--- config.mk ---
export PLATFORM = sky130hd
export DESIGN_NAME = keypad_debounce10
export DESIGN_NICKNAME = d
export VERILOG_FILES = /design/src/rtl/keypad_debounce10.sv
export SDC_FILE = /design/constraint.sdc
export NUM_CORES = 1
export LEC_CHECK = 0
export ABC_AREA = 1
export BUFFER_PORTS_ARGS = -buffer_cell sky130_fd_sc_hd__buf_2
export CAP_MARGIN = 20
export CORE_MARGIN = 1
export CORE_UTILIZATION = 44
export DETAILED_ROUTE_END_ITERATION = 12
export SLEW_MARGIN = 20
export SYNTH_ARGS = -nofsm -noshare
export SYNTH_HDL_FRONTEND = slang
export SYNTH_SLANG_ARGS = --single-unit
--- constraint.sdc ---
create_clock -name clk -period 3.6 [get_ports clk]
set_input_delay 0.72 -clock clk [delete_from_list [all_inputs] [get_ports clk]]
set_output_delay 0.72 -clock clk [all_outputs]
set_load 0.02 [all_outputs]
--- src/rtl/keypad_debounce10.sv ---
// Decimal keypad front end: synchronizes ten raw key lines, debounces a single key press,
// holds it under a valid/ready handshake and waits for a debounced release before re-arming.
module keypad_debounce10 #(
  parameter int unsigned DEBOUNCE_CYCLES = 16
) (
  input  logic       clk,
  input  logic       rst,
  input  logic [9:0] key_in,
  input  logic       key_ready,
  output logic [9:0] key_onehot,
  output logic       key_valid,
  output logic       busy,
  output logic       multi_err
);

  localparam int unsigned   CW       = $clog2(DEBOUNCE_CYCLES) + 1;
  localparam logic [CW-1:0] CNT_ZERO = {CW{1'b0}};
  localparam logic [CW-1:0] CNT_ONE  = {{(CW-1){1'b0}}, 1'b1};
  localparam logic [CW-1:0] CNT_MAX  = {CW{1'b1}};
  localparam logic [CW-1:0] CNT_LAST = CW'(DEBOUNCE_CYCLES - 1);

  typedef enum logic [1:0] {
    ST_IDLE     = 2'd0,
    ST_DEBOUNCE = 2'd1,
    ST_HELD     = 2'd2,
    ST_RELEASE  = 2'd3
  } state_t;

  function automatic logic is_multi(input logic [9:0] v);
    return (v & (v - 10'd1)) != 10'd0;
  endfunction

  function automatic logic is_onehot(input logic [9:0] v);
    return (v != 10'd0) && !is_multi(v);
  endfunction

  // Saturating increment keeps a stuck input from wrapping the counter back into range.
  function automatic logic [CW-1:0] cnt_inc(input logic [CW-1:0] c);
    return (c == CNT_MAX) ? c : c + CNT_ONE;
  endfunction

  logic [9:0]    sync1_q, key_s_q;
  state_t        state_q, state_d;
  logic [CW-1:0] count_q, count_d;
  logic [9:0]    cand_q, cand_d;
  logic [9:0]    onehot_q, onehot_d;
  logic          valid_q, valid_d;
  logic          busy_q, multi_q;

  // Next-state and output decisions for the debounce/handshake FSM.
  always_comb begin
    state_d  = state_q;
    count_d  = count_q;
    cand_d   = cand_q;
    onehot_d = onehot_q;
    valid_d  = valid_q;
    case (state_q)
      ST_IDLE: begin
        if (is_onehot(key_s_q)) begin
          cand_d  = key_s_q;
          count_d = CNT_ONE;
          state_d = ST_DEBOUNCE;
        end else begin
          count_d = CNT_ZERO;
        end
      end
      ST_DEBOUNCE: begin
        if (key_s_q == cand_q) begin
          count_d = cnt_inc(count_q);
          if (count_q == CNT_LAST) begin
            onehot_d = cand_q;
            valid_d  = 1'b1;
            state_d  = ST_HELD;
          end else begin
            state_d  = ST_DEBOUNCE;
          end
        end else begin
          count_d = CNT_ZERO;
          state_d = ST_IDLE;
        end
      end
      ST_HELD: begin
        // Input activity is deliberately ignored here; only the handshake moves us on.
        if (key_ready) begin
          valid_d = 1'b0;
          count_d = CNT_ZERO;
          state_d = ST_RELEASE;
        end else begin
          valid_d = 1'b1;
        end
      end
      ST_RELEASE: begin
        if (key_s_q == 10'd0) begin
          if (count_q == CNT_LAST) begin
            count_d = CNT_ZERO;
            state_d = ST_IDLE;
          end else begin
            count_d = cnt_inc(count_q);
          end
        end else begin
          count_d = CNT_ZERO;
        end
      end
      default: begin
        state_d = ST_IDLE;
        count_d = CNT_ZERO;
        valid_d = 1'b0;
      end
    endcase
  end

  // Synchronizer, FSM state and registered outputs.
  always_ff @(posedge clk) begin
    if (rst) begin
      sync1_q  <= 10'd0;
      key_s_q  <= 10'd0;
      state_q  <= ST_IDLE;
      count_q  <= CNT_ZERO;
      cand_q   <= 10'd0;
      onehot_q <= 10'd0;
      valid_q  <= 1'b0;
      busy_q   <= 1'b0;
      multi_q  <= 1'b0;
    end else begin
      sync1_q  <= key_in;
      key_s_q  <= sync1_q;
      state_q  <= state_d;
      count_q  <= count_d;
      cand_q   <= cand_d;
      onehot_q <= onehot_d;
      valid_q  <= valid_d;
      busy_q   <= (state_d != ST_IDLE);
      multi_q  <= is_multi(key_s_q);
    end
  end

  assign key_onehot = onehot_q;
  assign key_valid  = valid_q;
  assign busy       = busy_q;
  assign multi_err  = multi_q;

endmodule
==> results of run 1 <==
[worst paths after layout]
| kind | from | endpoint | slack, ps |
|---|---|---|---|
| max | count_q[0] | key_onehot[8] | 1750 |
| min | sync1_q[2] | key_s_q[2] | 400 |
| max reg2reg | count_q[0] | key_onehot[8] | 1750 |
| min reg2reg | sync1_q[2] | key_s_q[2] | 400 |
[cell type report]
cell class,count,share of cell area [%]
multi-input cells,225,40.5
flip-flops and latches,50,38.3
inverters,62,8.90
repair buffers,25,4.78
well taps,70,3.35
clock buffers,5,2.63
clock inverters,3,1.53
[tightest hold or removal path: cells and delay by family, from the launching register on]
kind                   cells  cell delay, ps
buffers and inverters      1              40
DFF                        1             300
and+or+nand+nor            1              30
[cells by family (layout without fill, tap and decap cells)]
| logic type | count (synthesis) | count (layout) | synth area share, % |
|---|---|---|---|
| AO/OA/AOI/OAI | 35 | 35 | 7.70 |
| buffers and inverters | 71 | 95 | 11.9 |
| adder cells (fa/ha/maj) | 5 | 5 | 2.68 |
| XOR/XNOR | 1 | 1 | 0.375 |
| flip-flops | 50 | 50 | 42.8 |
| AND/OR/NAND/NOR | 184 | 184 | 34.6 |
[metrics by stage]
step | utilization [%] | std cells | cell area, um^2 | total power, uW
2_1_floorplan | - | 346 | 2340 | 828
3_3_place_gp | 49.1 | 432 | 2510 | 872
3_5_place_dp | 49.1 | 432 | 2510 | 875
4_1_cts | 51.2 | 440 | 2620 | 1260
5_1_grt | 51.2 | 440 | 2620 | 1320
6_report | 51.2 | 440 | 2620 | 1240
[power by group]
part	switching, uW	internal [uW]
logic	157	79.5
registers	31.2	593
clock network	179	205
[sequential cells by signal, indices dropped and copies added, names as in the netlist]
signal / flops
key_onehot: 10
cand_q: 10
busy: 1
key_s_q: 10
multi_err: 1
sync1_q: 10
count_q: 5
state_q: 2
key_valid: 1
[per-layer routing]
layer	track usage [%]	wire (um)	up-vias
met4	6.08	27	0
met1	24.4	2300	835
met5	0	0	-
met2	26.1	1860	36
met3	3.48	142	2
li1	-	-	1084
[layout by cell type (no fill, tap or decap), types with 2 or more instances in the layout]
| cell type | count |
|---|---|
| buf_2 | 25 |
| o21ai_0 | 5 |
| nand3_1 | 17 |
| nand4_1 | 4 |
| nand2_1 | 91 |
| nor2_4 | 3 |
| nor2_1 | 60 |
| clkbuf_8 | 5 |
| a21oi_1 | 16 |
| nor2_2 | 3 |
| ha_1 | 5 |
| inv_2 | 3 |
| o21ai_1 | 12 |
| clkinv_2 | 2 |
| dfxtp_1 | 50 |
| inv_1 | 59 |
==> flow_summary.toml, run 1 <==
[worst_setup_path]
worstSetupPathType = "flip-flop to flip-flop"
crit_family = "simple AND/OR/NAND/NOR gates"
cpPeakStageDelay_ps = 400
rr_worst_depth = 7
path_depth = 7
cp_cell_sequence = "ha_1 > nand3_1 > nor2_1 > nand3_4 > nor2_8 > nand2_1 > a21oi_1"
worst_ep_arrival_time_ps = 2080
crit_fanout = 12
slowest_stage = "dfxtp_1"
cp.required_ps = 3830
critPathBufInv = 0
endpoint_kind = "flip-flop"
start_kind = "flip-flop"

[clock_network]
cts-hold-fix-buffers = 0
clk_latency_ps = 300
htree_levels = 2
cts_made_buffers = 5
clk_pin_slew_ps = 90
cts_tree = "done"
cts_buffer_depth = 2
cts_resized = 0
root_buffer = "clkbuf_8"
cts.sinks = 50
post_cts_buffers = 0

[sta]
finClkSkew_ps = 11.0
tns_ps = 0
fin_crit_sh_pct = 51.5
max_slew.worst_pin.slew_ps = 593
post-route-min-period_ps = 1850
fin_hold_ws_ps = 404
fmax_ghz = 0.539
final_max_slew_viol_count = 0
grt_setup_unrepaired = "false"
hold_viol_final = 0
setup_slack_ps = 1750
setup_viol = 0
maxSlewHeadroom_pct = 60.4

[global_routing]
grt_pass1_wl_um = 7310
grt_start_max_net_pins = 35
globalRouteOverflowTotal = 0
antenna_found_initial = 0
grt_use_total_pct = 17.3
grt_pass1_vias = 1622

[cells_and_area]
seq_area_um2 = 1000
fill_cells = 533
drive_gt1_share_pct = 12.4
multi_input_area_um2 = 1060
nNetsFinal = 387
diodes = 0
area_growth_pct = 11.8

[logic_synthesis]
synth.cell_area_um2 = 2340
netlist_instances = 346
syn_nets = 364
synth_flop_cell = "dfxtp_1"
synth_common_cells = "nand2_1, nor2_1, inv_1"
synth_top_cell_area_share_pct = 42.8
synth.avg_cell_area_um2 = 6.76
synthArstFlopShare_pct = 0
netlist-cell-type-count = 25
synth_top_cell_by_area = "dfxtp_1"
synth-edff-count = 0
ys_seq_area_share_pct = 42.8
yosys_warnings = 0
synth-seq-cells = 50
yosysMostFrequentCell = "nand2_1"
ys_top_cells_by_area = "dfxtp_1, nand2_1, nor2_1"

[power_and_ir_drop]
p_leak_uw = 0.00134
ir_drop_mv = 0.233
power_density_nw_per_um2 = 476

[route]
vias = 1957
drt_iter0_drc = 75
drc = 0
drtPass1Iterations = 6
drtAntennaViolNets = 0
wl_per_cell_um = 9.85
viasPerCell = 4.45
wl_um = 4330

[worst_hold_path]
holdCritPathClass = "flip-flop to flip-flop"
min_path_cells = 2

[floorplan]
ioPinCount = 26
die-area_um2 = 5610
die_y_um = 74.9
core_um2 = 5110
fp-row-count = 26
start_util_pct = 45.8
die_x_um = 74.9

[place]
gp_congestion = 0.859
numPortBuffers = 25
place_ws_ps = 1510
dp_hpwl_um = 3100

[status]
outcome = "completed"

[job]
drv_cap = 0
Note: power is estimated with default switching activity, not from simulation.
==> inputs of run 2 (changes only) <==
- ABC_AREA: 1 -> 0
- PLACE_DENSITY: default -> 0.66
- clock period: 3.6 -> 1.7 ns (I/O delays scaled with it)
==> flow_summary.toml, run 2 <==
[status]
outcome = "complete, but fails checks"
violations = "negative setup slack"

[cells_and_area]
final_cells = 346
fin_util_pct = 66.5
fill_cells = 373
area_growth_pct = 40.3
diodes = 0
drive_gt1_share_pct = 41.5
multi_input_area_um2 = 1210
seq_area_um2 = 1010
nNetsFinal = 311
mostFrequentLayoutCells = "dfxtp_1, buf_4, nor2_1"

[power_and_ir_drop]
ir_drop_mv = 0.530
power_density_nw_per_um2 = 861
seqPwrFrac_pct = 48.5
switching_share_pct = 27.8
switchingPower_uw = 718
power_frac_comb_pct = 23.0
fin_total_pwr_uw = 2580
pwr-share-clk_pct = 28.5
internal_power_uw = 1860
p_leak_uw = 0.00131

[floorplan]
die_x_um = 71.7
core_um2 = 4500
fp-row-count = 24
die-area_um2 = 5130
ioPinCount = 26
start_util_pct = 47.4
die_y_um = 71.7

[sta]
setup_viol = 30
final_max_slew_viol_count = 0
setup_slack_ps = -599
finClkSkew_ps = 12.4
fin_crit_sh_pct = 135
max_slew.worst_pin.slew_ps = 510
fmax_ghz = 0.435
hold_viol_final = 0
grt_setup_unrepaired = "true"
post-route-min-period_ps = 2300
maxSlewHeadroom_pct = 65.9

[worst_setup_path]
start_kind = "flip-flop"
slowest_stage = "or4_4"
worstSetupPathType = "flip-flop to flip-flop"
r2r-start = "key_s_q[0]"
cp.required_ps = 1890
worst_ep_arrival_time_ps = 2490
endpoint_kind = "flip-flop"
crit_start = "key_s_q[0]"
crit_fanout = 5
cp_cell_sequence = "or4_4 > nor4_2 > a221oi_4 > nor3b_4 > buf_4 > mux2i_1 > nor2_1"
cpPeakStageDelay_ps = 600

[place]
dp_hpwl_um = 3140
place_ws_ps = -665
dpl.cell_count = 328
numPortBuffers = 25
gp_congestion = 0.867

[global_routing]
globalRouteOverflowTotal = 0
grt_use_total_pct = 19.4
grt_pass1_wl_um = 7650
grt_pass1_vias = 1610
antenna_found_initial = 0
grt_start_max_net_pins = 34

[logic_synthesis]
netlist-cell-type-count = 38
ys_top_cells_by_area = "dfxtp_1, mux2i_1, nor2b_1"
synth.cell_area_um2 = 2130
netlist_instances = 217
synth_flop_cell = "dfxtp_1"
yosys_warnings = 0
syn_nets = 235
synth_top_cell_by_area = "dfxtp_1"
synth.avg_cell_area_um2 = 9.84
synth-edff-count = 0
synth_common_cells = "dfxtp_1, nor2_1, nor2b_1"
synth-seq-cells = 50
ys_seq_area_share_pct = 46.9
yosysMostFrequentCell = "dfxtp_1"
synthArstFlopShare_pct = 0
synth_top_cell_area_share_pct = 46.9

[worst_hold_path]
hp-start = "key_in[1]"
holdCritPathClass = "input port to flip-flop"

[clock_network]
clk_pin_slew_ps = 100
cts.sinks = 50
cts_tree = "done"
cts_made_buffers = 5
clk_latency_ps = 310
cts_buffer_depth = 2
root_buffer = "clkbuf_8"
htree_levels = 2

[route]
drc = 0
drtPass1Iterations = 4
viasPerCell = 5.25
vias = 1815
drtAntennaViolNets = 0
drt_iter0_drc = 97
wl_um = 5100
wl_per_cell_um = 14.7

[job]
drv_cap = 0
[run 2: cell count changes in the layout (fill, tap and decap cells not counted), moves of 9 or more]
cell / delta
nand2_1: -91
inv_1: -54
buf_4: +46
nor2_1: -32
nor2b_1: +21
mux2i_1: +20
nand3_1: -13
buf_6: +9
o21ai_1: -9
xor2_1: +9
[run 2: per-layer routing]
metal / up-vias / part of all wire, % / track usage (%)
met4: 0 / 1.8 / 5.88
met2: 43 / 49 / 32.2
met1: 865 / 46 / 25.1
li1: 898 / - / -
met5: - / 0 / 0
met3: 9 / 2.6 / 4.64
[run 2: area by class of cell]
type | count | area share, %
timing repair buffer | 81 | 19.8
multi-input combinational | 150 | 40.5
clock buffer | 6 | 2.76
clock inverter | 2 | 0.543
inverter | 5 | 0.627
sequential | 50 | 33.7
tap | 52 | 2.17
[run 2: path summary, 6_finish.rpt]
kind                end  cells past startpoint  slack [ps]
max reg2reg   cand_q[8]                      7        -600
min          sync1_q[1]                      2         240
min reg2reg  key_s_q[8]                      1         440
max           cand_q[8]                      7        -600
[run 2: kinds of logic after synthesis]
kind of cell    after synthesis  synth area share (%)
flops                        50                  46.9
simple gates                 83                  21.6
mux                          20                  9.38
xor+xnor                     10                  4.10
compound gates               31                  9.38
buf+inv                      17                  5.28
fa+ha+maj                     6                  3.40
[run 2: per-stage QoR]
stage,TNS [ps],hold slack [ps],area [um^2]
6_report,-10540,243,3000
5_1_grt,-12990,226,3000
4_1_cts,-10980,233,2880
3_5_place_dp,-13010,421,2610
3_3_place_gp,-11360,418,2610
2_1_floorplan,-8920,414,2160
[run 2: what timing repair did]
item | 4_1_cts | 5_1_grt
gates resized for setup | 23 | 28
cloned | 1 | 1
hold buffers | 0 | 0
setup endpoints to repair | 30 | 30
buffers inserted | 5 | 6
pin swaps | 11 | 8
[run 2: critical path, delay by kind of cell, from the launching register on]
kind | cells | cell delay (ps)
compound gates | 1 | 80
buf+inv | 1 | 220
flops | 1 | 320
mux | 1 | 210
simple gates | 4 | 1360
[run 2: power by group through the flow]
| stage | Clock, uW | Combinational [uW] | Sequential [uW] |
|---|---|---|---|
| 2_1_floorplan | 0 | 251 | 1290 |
| 3_3_place_gp | 0 | 429 | 1270 |
| 3_5_place_dp | 0 | 437 | 1270 |
| 4_1_cts | 755 | 488 | 1250 |
| 5_1_grt | 806 | 632 | 1250 |
| 6_report | 736 | 593 | 1250 |
